==> src/rtl/tt_asiclab_pkg.sv <==
// Shared definitions for the sum-and-transmit UART block: FSM state encoding
// and the default bit period.
package tt_asiclab_pkg;

  typedef enum logic [1:0] {
    IDLE  = 2'd0,
    START = 2'd1,
    DATA  = 2'd2,
    STOP  = 2'd3
  } uart_state_e;

  localparam int unsigned CLKS_PER_BIT_DEFAULT = 16;
  localparam int unsigned BAUD_W               = 8;

endpackage

==> src/rtl/asiclab_uart_tx_core.sv <==
// 8N1 serializer: start bit, 8 data bits LSB first, one stop bit, each held
// for CLKS_PER_BIT cycles. tx/busy/done are registered outputs.
module asiclab_uart_tx_core
  import tt_asiclab_pkg::*;
#(
  parameter int unsigned CLKS_PER_BIT = CLKS_PER_BIT_DEFAULT
) (
  input  logic       clk,
  input  logic       rst_n,
  input  logic       start_i,
  input  logic [7:0] data_i,
  output logic       idle_o,
  output logic       tx_o,
  output logic       busy_o,
  output logic       done_o
);

  localparam logic [BAUD_W-1:0] BAUD_LAST = BAUD_W'(CLKS_PER_BIT - 1);

  uart_state_e       state_q, state_d;
  logic [BAUD_W-1:0] baud_q, baud_d;
  logic [2:0]        bit_idx_q, bit_idx_d;
  logic [7:0]        shift_q, shift_d;
  logic              tx_q, tx_d;
  logic              busy_q, busy_d;
  logic              done_q, done_d;
  logic              bit_done;

  assign bit_done = (state_q != IDLE) && (baud_q == BAUD_LAST);

  always_ff @(posedge clk) begin
    if (!rst_n) begin
      state_q   <= IDLE;
      baud_q    <= '0;
      bit_idx_q <= '0;
      shift_q   <= '0;
      tx_q      <= 1'b1;
      busy_q    <= 1'b0;
      done_q    <= 1'b0;
    end else begin
      state_q   <= state_d;
      baud_q    <= baud_d;
      bit_idx_q <= bit_idx_d;
      shift_q   <= shift_d;
      tx_q      <= tx_d;
      busy_q    <= busy_d;
      done_q    <= done_d;
    end
  end

  always_comb begin
    state_d = state_q;
    case (state_q)
      IDLE:    if (start_i) state_d = START;
      START:   if (bit_done) state_d = DATA;
      DATA:    if (bit_done && bit_idx_q == 3'd7) state_d = STOP;
      STOP:    if (bit_done) state_d = IDLE;
      default: state_d = IDLE;
    endcase
  end

  // tx is computed from the next state so the line changes on the same edge
  // as the state, keeping every output a plain flop.
  always_comb begin
    baud_d    = (state_q == IDLE || bit_done) ? '0 : baud_q + 1'b1;
    bit_idx_d = bit_idx_q;
    shift_d   = shift_q;
    if (state_q == IDLE) begin
      bit_idx_d = '0;
      if (start_i) shift_d = data_i;
    end else if (state_q == DATA && bit_done) begin
      bit_idx_d = bit_idx_q + 1'b1;
      shift_d   = shift_q >> 1;
    end
    case (state_d)
      START:   tx_d = 1'b0;
      DATA:    tx_d = shift_d[0];
      default: tx_d = 1'b1;
    endcase
    busy_d = (state_d != IDLE);
    done_d = (state_q == STOP) && bit_done;
  end

  assign idle_o = (state_q == IDLE);
  assign tx_o   = tx_q;
  assign busy_o = busy_q;
  assign done_o = done_q;

endmodule

==> src/rtl/tt_um_asiclab_sum_uart_tx.sv <==
// Adds the two nibbles of ui_in on a start edge and transmits the 5-bit sum
// as one UART byte; the sum stays visible on uo_out[7:3].
module tt_um_asiclab_sum_uart_tx
  import tt_asiclab_pkg::*;
#(
  parameter int unsigned CLKS_PER_BIT = CLKS_PER_BIT_DEFAULT
) (
  input  logic       clk,
  input  logic       rst_n,
  input  logic       ena,
  input  logic [7:0] ui_in,
  input  logic [7:0] uio_in,
  output logic [7:0] uo_out,
  output logic [7:0] uio_out,
  output logic [7:0] uio_oe
);

  logic       start_q;
  logic [4:0] sum_q, sum_d;
  logic [4:0] sum_calc;
  logic       start_ev, accept;
  logic       core_idle, core_tx, core_busy, core_done;
  logic       unused_ok;

  // start_q resets high so a request held through reset needs a fresh rise.
  assign start_ev = uio_in[0] & ~start_q;
  assign accept   = start_ev & core_idle;
  assign sum_calc = {1'b0, ui_in[7:4]} + {1'b0, ui_in[3:0]};
  assign sum_d    = accept ? sum_calc : sum_q;

  always_ff @(posedge clk) begin
    if (!rst_n) begin
      start_q <= 1'b1;
      sum_q   <= '0;
    end else begin
      start_q <= uio_in[0];
      sum_q   <= sum_d;
    end
  end

  asiclab_uart_tx_core #(
    .CLKS_PER_BIT(CLKS_PER_BIT)
  ) u_core (
    .clk    (clk),
    .rst_n  (rst_n),
    .start_i(accept),
    .data_i ({3'b000, sum_calc}),
    .idle_o (core_idle),
    .tx_o   (core_tx),
    .busy_o (core_busy),
    .done_o (core_done)
  );

  assign uo_out    = {sum_q, core_done, core_busy, core_tx};
  assign uio_out   = 8'h00;
  assign uio_oe    = 8'h00;
  assign unused_ok = &{1'b0, ena, uio_in[7:1]};

endmodule

==> config.mk <==
export PLATFORM = sky130hd
export DESIGN_NAME = tt_um_asiclab_sum_uart_tx
export DESIGN_NICKNAME = d
export VERILOG_FILES = /design/src/rtl/tt_asiclab_pkg.sv /design/src/rtl/asiclab_uart_tx_core.sv /design/src/rtl/tt_um_asiclab_sum_uart_tx.sv
export SDC_FILE = /design/constraint.sdc
export NUM_CORES = 1
export LEC_CHECK = 0
export ABC_AREA = 1
export ABC_CLOCK_PERIOD_IN_PS = 1250
export CAP_MARGIN = 10
export CORE_MARGIN = 2
export CORE_UTILIZATION = 25
export CTS_CLUSTER_SIZE = 10
export DETAILED_ROUTE_END_ITERATION = 10
export SYNTH_ARGS = -nofsm -noshare
export SYNTH_HDL_FRONTEND = slang
export SYNTH_HIERARCHICAL = 1
export SYNTH_SLANG_ARGS = --single-unit
==> constraint.sdc <==
create_clock -name clk -period 1.25 [get_ports clk]
set_input_delay 0.125 -clock clk [delete_from_list [all_inputs] [get_ports clk]]
set_output_delay 0.125 -clock clk [all_outputs]
set_load 0.005 [all_outputs]
==> results of run 1 <==
cells by family (layout without fill, tap and decap cells):
logic type / count (synthesis) / after routing / synth area share
compound gates: 27 / 27 / 0.0928
buf+inv: 44 / 77 / 0.152
other cells: 1 / 19 / 0.00236
xor+xnor: 2 / 2 / 0.0110
flops: 30 / 30 / 0.377
simple gates: 100 / 100 / 0.297
fa+ha+maj: 8 / 8 / 0.0676
what timing repair did:
action                                 CTS  global route
pin swaps                               20            11
endpoints found under the hold margin    0             0
gates resized for setup                 44            20
setup buffers                            2             5
setup endpoints to repair               27            26
cell type report:
type | count | share of cell area
inverter | 24 | 0.0427
clock buffer | 6 | 0.0352
timing repair buffer | 47 | 0.175
sequential | 30 | 0.261
tap | 77 | 0.0411
multi-input combinational | 156 | 0.445
power breakdown:
group	switching, mW	internal (mW)
Clock	0.339	0.424
Combinational	0.162	0.171
Sequential	0.0180	0.983
tightest hold or removal path: stages, from the launching register on:
cell,delay [ns]
dfxtp_1,0.30
nand2_1,0.05
a21oi_1,0.05
flip-flops by register name (all words and copies together) (netlist names):
name	count
u_core/bit_idx_q	3
sum_q	5
u_core/shift_q	8
u_core/tx_o	1
u_core/state_q	2
u_core/busy_o	1
u_core/done_o	1
start_q	1
u_core/baud_q	8
how the worst min path moves through the flow:
stage                                         from  cells after the start  slack, ns                              to
floorplan                                    rst_n                      1       0.19              start_q$_SDFF_PN1_
global placement    u_core/shift_q[7]$_SDFFE_PN0P_                      2       0.45  u_core/shift_q[7]$_SDFFE_PN0P_
detailed placement  u_core/shift_q[7]$_SDFFE_PN0P_                      2       0.46  u_core/shift_q[7]$_SDFFE_PN0P_
CTS                 u_core/shift_q[7]$_SDFFE_PN0P_                      2       0.46  u_core/shift_q[7]$_SDFFE_PN0P_
global route        u_core/shift_q[7]$_SDFFE_PN0P_                      2       0.49  u_core/shift_q[7]$_SDFFE_PN0P_
finish              u_core/shift_q[7]$_SDFFE_PN0P_                      2       0.45  u_core/shift_q[7]$_SDFFE_PN0P_
synthesized netlist by cell type:
master | number | area, sq um
a21oi_2 | 1 | 8.76
nor2_8 | 1 | 20.0
clkbuf_1 | 1 | 3.75
inv_2 | 3 | 11.3
nor3b_1 | 3 | 22.5
nand2_1 | 43 | 161
nor2_2 | 4 | 25.0
o21ai_2 | 1 | 8.76
nand3b_1 | 1 | 7.51
nand3_1 | 9 | 45.0
conb_1 | 1 | 3.75
o21bai_1 | 1 | 7.51
and3_1 | 2 | 12.5
nor3_1 | 2 | 10.0
o21ai_1 | 4 | 20.0
dfxtp_1 | 30 | 601
o21a_1 | 1 | 7.51
xor2_1 | 1 | 8.76
xnor2_1 | 1 | 8.76
nor2_1 | 28 | 105
clkinv_4 | 1 | 8.76
o21ai_0 | 5 | 25.0
nand4_2 | 1 | 12.5
inv_1 | 20 | 75.1
nand3_2 | 1 | 10.0
a21oi_1 | 14 | 70.1
nor2_4 | 2 | 22.5
and2_1 | 1 | 6.26
nand2_2 | 2 | 12.5
ha_1 | 7 | 87.6
fa_1 | 1 | 20.0
buf_4 | 19 | 143
metal layers:
| metal | part of all wire | up-vias | wire (um) |
|---|---|---|---|
| met4 | 0.014 | 0 | 48 |
| met2 | 0.52 | 32 | 1790 |
| li1 | - | 733 | - |
| met5 | 0 | - | 0 |
| met3 | 0.041 | 6 | 141 |
| met1 | 0.42 | 645 | 1440 |
through the flow:
stage	worst slack (ns)	cell area [sq um]	TNS (ns)	power (mW)	hold slack, ns
3_5_place_dp	-0.496	1990	-5.91	1.31	0.460
3_3_place_gp	-0.473	1990	-5.53	1.31	0.454
5_1_grt	-0.177	2340	-1.77	2.19	0.492
6_report	-0.0773	2340	-0.444	2.10	0.454
2_1_floorplan	-0.0103	1700	-0.0596	1.21	0.194
4_1_cts	-0.0837	2230	-0.396	2.10	0.462
==> reports/qor.txt, run 1 <==
status - finished with violations
failing checks - negative setup slack
Max Cap Viol - 0
VDD IR max - 0.367 mV
CP Class - flop to flop
chip height - 83.8 um
path length in cells of the critical path - 10
met2 GRT Util - 0.183
synthesis-stage register bit count - 30
final slew viol count - 0
crit-path max cell delay - 0.35 ns
RSZ-0062 raised after global routing - true
pwr/cell area - 894 nW/um^2
R2R Setup Slk - -0.08 ns
die width - 83.8 um
GPL Wtd Cong - 0.731
initial antenna violation count - 0
core area - 6240 sq um
cell repeated most along the worst path - nand2_2
Num CTS Buffers - 5
FMAX - 753 MHz
CTS Sinks - 30
most frequent cells in the layout - nand2_1, buf_4, nor2_1, dfxtp_1, conb_1
Max Buffers Root-to-Sink - 2
final setup violation count - 9
startpoint types - flop
Setup crit start - u_core/baud_q[0]$_SDFF_PP0_
Multi-input gate area - 1040 sq um
cts hold-fix bufs - 0
clock-pin slew on the worst setup and hold paths - 0.06 ns
register area share after synthesis - 0.377
slack of the critical path - -0.0773 ns
Hold Vio Cnt, Final - 0
placed cells - 327
commonest non-fill, non-tap cell in the layout - nand2_1
Worst Setup EP - u_core/shift_q[5]$_SDFFE_PN0P_
GR Overflow Total - 0
area of the die - 7020 sq um
Reg area - 612 sq um
R2R depth - 10
average size of a mapped cell - 7.51 sq um
crit path DAT - 1.54 ns
Most Crowded Layer GR - met2
worst-path cell chain - ha_4 > nand2_4 > nor2_4 > nand4_4 > clkinv_4 > buf_6 > nand2_2 > nand2_2 > a21oi_2 > nor2_1
Fillers - 662
GRT Util Overall - 0.102
CP Capture Type - flop
TritonRoute pass-1 iters - 4
port bufs - 18
met1 global-route usage - 0.114
vias - 1,416
Cells after Synth - 212
worst skew pair latency - 0.28 ns
HP Class - flop to flop
nets@finish - 291
Std-Cell Rows - 29
DRT Wirelength - 3.42 mm
YS warnings - 6
vias in the first global route - 1,379
min Tclk post-route - 1.33 ns
initial DRC count - 37
largest net degree at the start of global routing - 12
CP delay by family, top - simple AND/OR/NAND/NOR gates
share of cells above drive strength 1 - 0.357
met3 usage - 0.0277
sum of buffers and inverters on the critical path - 2
synth unique cells - 32
fin cells - 340
Layout Area Growth over Synthesis - 47.3%
skew final - 0.00479 ns
R2R Path Start - u_core/baud_q[0]$_SDFF_PP0_
H-tree levels - 2
reg2reg end - u_core/shift_q[5]$_SDFFE_PN0P_
clock root buffer - clkbuf_8
Mapped Area - 1590 sq um
number of vias per cell - 4.16
DP HPWL - 2.43 mm
# DRC - 0
ant diodes - 0
first-pass GRT wire length - 5.82 mm
Lkg Pwr - 1.09 nW
slowest CP cell - dfxtp_2
final core occ - 0.376
DRT antenna net count - 0
Max FO, Critical Path - 8
Initial Util - 0.255
Top Ports - 43
period utilisation layout - 1.06
CTS tree - yes
required time of the critical path - 1.46 ns
DR WL/cell - 10.1 um
Note: power is estimated with default switching activity, not from simulation.
==> inputs of run 2 (changes only) <==
Settings changed: CORE_UTILIZATION 25 to 43, PLACE_DENSITY set to 0.75.
==> run 2 against run 1 <==
Effect of this change: sequential share of layout area increased by 0.21 points; register-to-register slack worse by 0.06 ns; final area down 1.0%; critical endpoint is now u_core/shift_q[1]$_SDFFE_PN0P_; via count grew 3.6%; hold slack better by 0.0073 ns; the flow still finishes with violations (negative setup slack); sequential power about the same; power shrank 3.3%.
==> reports/qor.txt, run 2 (synthesis results as in run 1) <==
min Tclk post-route - 1.39 ns
largest net degree at the start of global routing - 12
slowest CP cell - dfxtp_2
crit-path max cell delay - 0.35 ns
DRT Wirelength - 3.61 mm
CTS Sinks - 30
worst-path cell chain - ha_4 > nand2_4 > nor2_4 > nand4_4 > clkinv_4 > nor2_4 > a21oi_1 > nor2_1
path length in cells of the critical path - 8
Max Buffers Root-to-Sink - 2
Total Power - 2.03 mW
initial DRC count - 52
# DRC - 0
Worst Hold Depth - 5
GPL Wtd Cong - 0.757
GR Overflow Total - 0
cts hold-fix bufs - 0
CTS tree - yes
largest registers - u_core/baud_q (8), u_core/shift_q (8), sum_q (5)
skew final - 0.00753 ns
share of cells above drive strength 1 - 0.373
number of vias per cell - 4.64
GRT Util Overall - 0.178
DRT antenna net count - 0
area of the die - 4200 sq um
most frequent cells in the layout - nand2_1, buf_4, nor2_1
commonest non-fill, non-tap cell in the layout - nand2_1
pwr/cell area - 874 nW/um^2
cell repeated most along the worst path - nor2_4
Std-Cell Rows - 22
port bufs - 18
crit path DAT - 1.55 ns
area of placed instances - 2020 sq um
slack of the critical path - -0.137 ns
nets@finish - 295
Fillers - 325
first-pass GRT wire length - 5.81 mm
RSZ-0062 raised after global routing - true
chip height - 64.8 um
Layout Area Growth over Synthesis - 45.8%
clock-pin slew on the worst setup and hold paths - 0.06 ns
Num CTS Buffers - 5
DP HPWL - 2.35 mm
sum of buffers and inverters on the critical path - 1
DR WL/cell - 11.4 um
initial antenna violation count - 0
startpoint types - flop
vias in the first global route - 1,399
worst skew pair latency - 0.28 ns
Top Ports - 43
required time of the critical path - 1.42 ns
core area - 3610 sq um
CP delay by family, top - simple AND/OR/NAND/NOR gates
ant diodes - 0
failing checks - negative setup slack
CP Capture Type - flop
period utilisation layout - 1.11
Hold Vio Cnt, Final - 0
Max Cap Viol - 0
vias - 1,467
status - finished with violations
R2R depth - 8
VDD IR max - 0.508 mV
Max FO, Critical Path - 8
final setup violation count - 15
HP Class - primary input to flop
clock root buffer - clkbuf_8
final slew viol count - 0
Final Cell Area - 2320 sq um
TritonRoute pass-1 iters - 4
FMAX - 721 MHz
die width - 64.8 um
H-tree levels - 2
Initial Util - 0.441
Lkg Pwr - 1.13 nW
CP Class - flop to flop
## run 2: power by group
part	internal, mW	switching [mW]
clock	0.382	0.326
sequential	0.984	0.0173
combinational	0.161	0.158
## run 2: cell type report
| cell class | count | area (sq um) | share of cell area |
|---|---|---|---|
| well taps | 48 | 60.1 | 0.0259 |
| multi-input cells | 156 | 1040 | 0.447 |
| clock buffers | 7 | 76.3 | 0.0329 |
| inverters | 24 | 97.6 | 0.0420 |
| repair buffers | 51 | 438 | 0.189 |
| flip-flops and latches | 30 | 611 | 0.263 |
## run 2: metal layers
layer / part of all wire / GRT usage / wire length [um] / up-vias
met5: 0 / 0 / 0 / -
met4: 0.021 / 0.0851 / 76 / 0
met1: 0.42 / 0.189 / 1530 / 681
met2: 0.51 / 0.317 / 1860 / 35
met3: 0.040 / 0.0556 / 145 / 7
li1: - / - / - / 744
## run 2: worst reg2reg max path: stages (launching register included)
cell and delay [ns]:
dfxtp_2 0.35, ha_4 0.17, nand2_4 0.07, nor2_4 0.14, nand4_4 0.15, clkinv_4 0.14
nor2_4 0.07, a21oi_1 0.13, nor2_1 0.06
## run 2: stage by stage
step | setup WS, ns | TNS, ns | cells | util | hold WS [ns]
after global placement | -0.459 | -4.38 | 306 | 0.559 | 0.452
after CTS | -0.105 | -1.39 | 314 | 0.608 | 0.406
final | -0.137 | -1.44 | 316 | 0.644 | 0.462
after detailed placement | -0.510 | -4.72 | 306 | 0.559 | 0.469
after global routing | -0.223 | -2.97 | 316 | 0.644 | 0.480
after floorplan | -0.0103 | -0.0596 | 230 | - | 0.194
## run 2: worst paths after layout
path / start / to / slack [ns]
worst max-delay path: u_core/baud_q[0]$_SDFF_PP0_ / u_core/shift_q[1]$_SDFFE_PN0P_ / -0.14
worst min-delay path: ui_in[0] / sum_q[0]$_SDFFE_PN0P_ / 0.46
worst max register to register: u_core/baud_q[0]$_SDFF_PP0_ / u_core/shift_q[1]$_SDFFE_PN0P_ / -0.14
worst min register to register: u_core/shift_q[7]$_SDFFE_PN0P_ / u_core/shift_q[7]$_SDFFE_PN0P_ / 0.47
## run 2: what timing repair did
action | CTS | global route
setup endpoints to repair | 29 | 28
resized for setup | 35 | 32
buffers inserted | 1 | 2
pin swaps | 11 | 15
cloned | 0 | 0
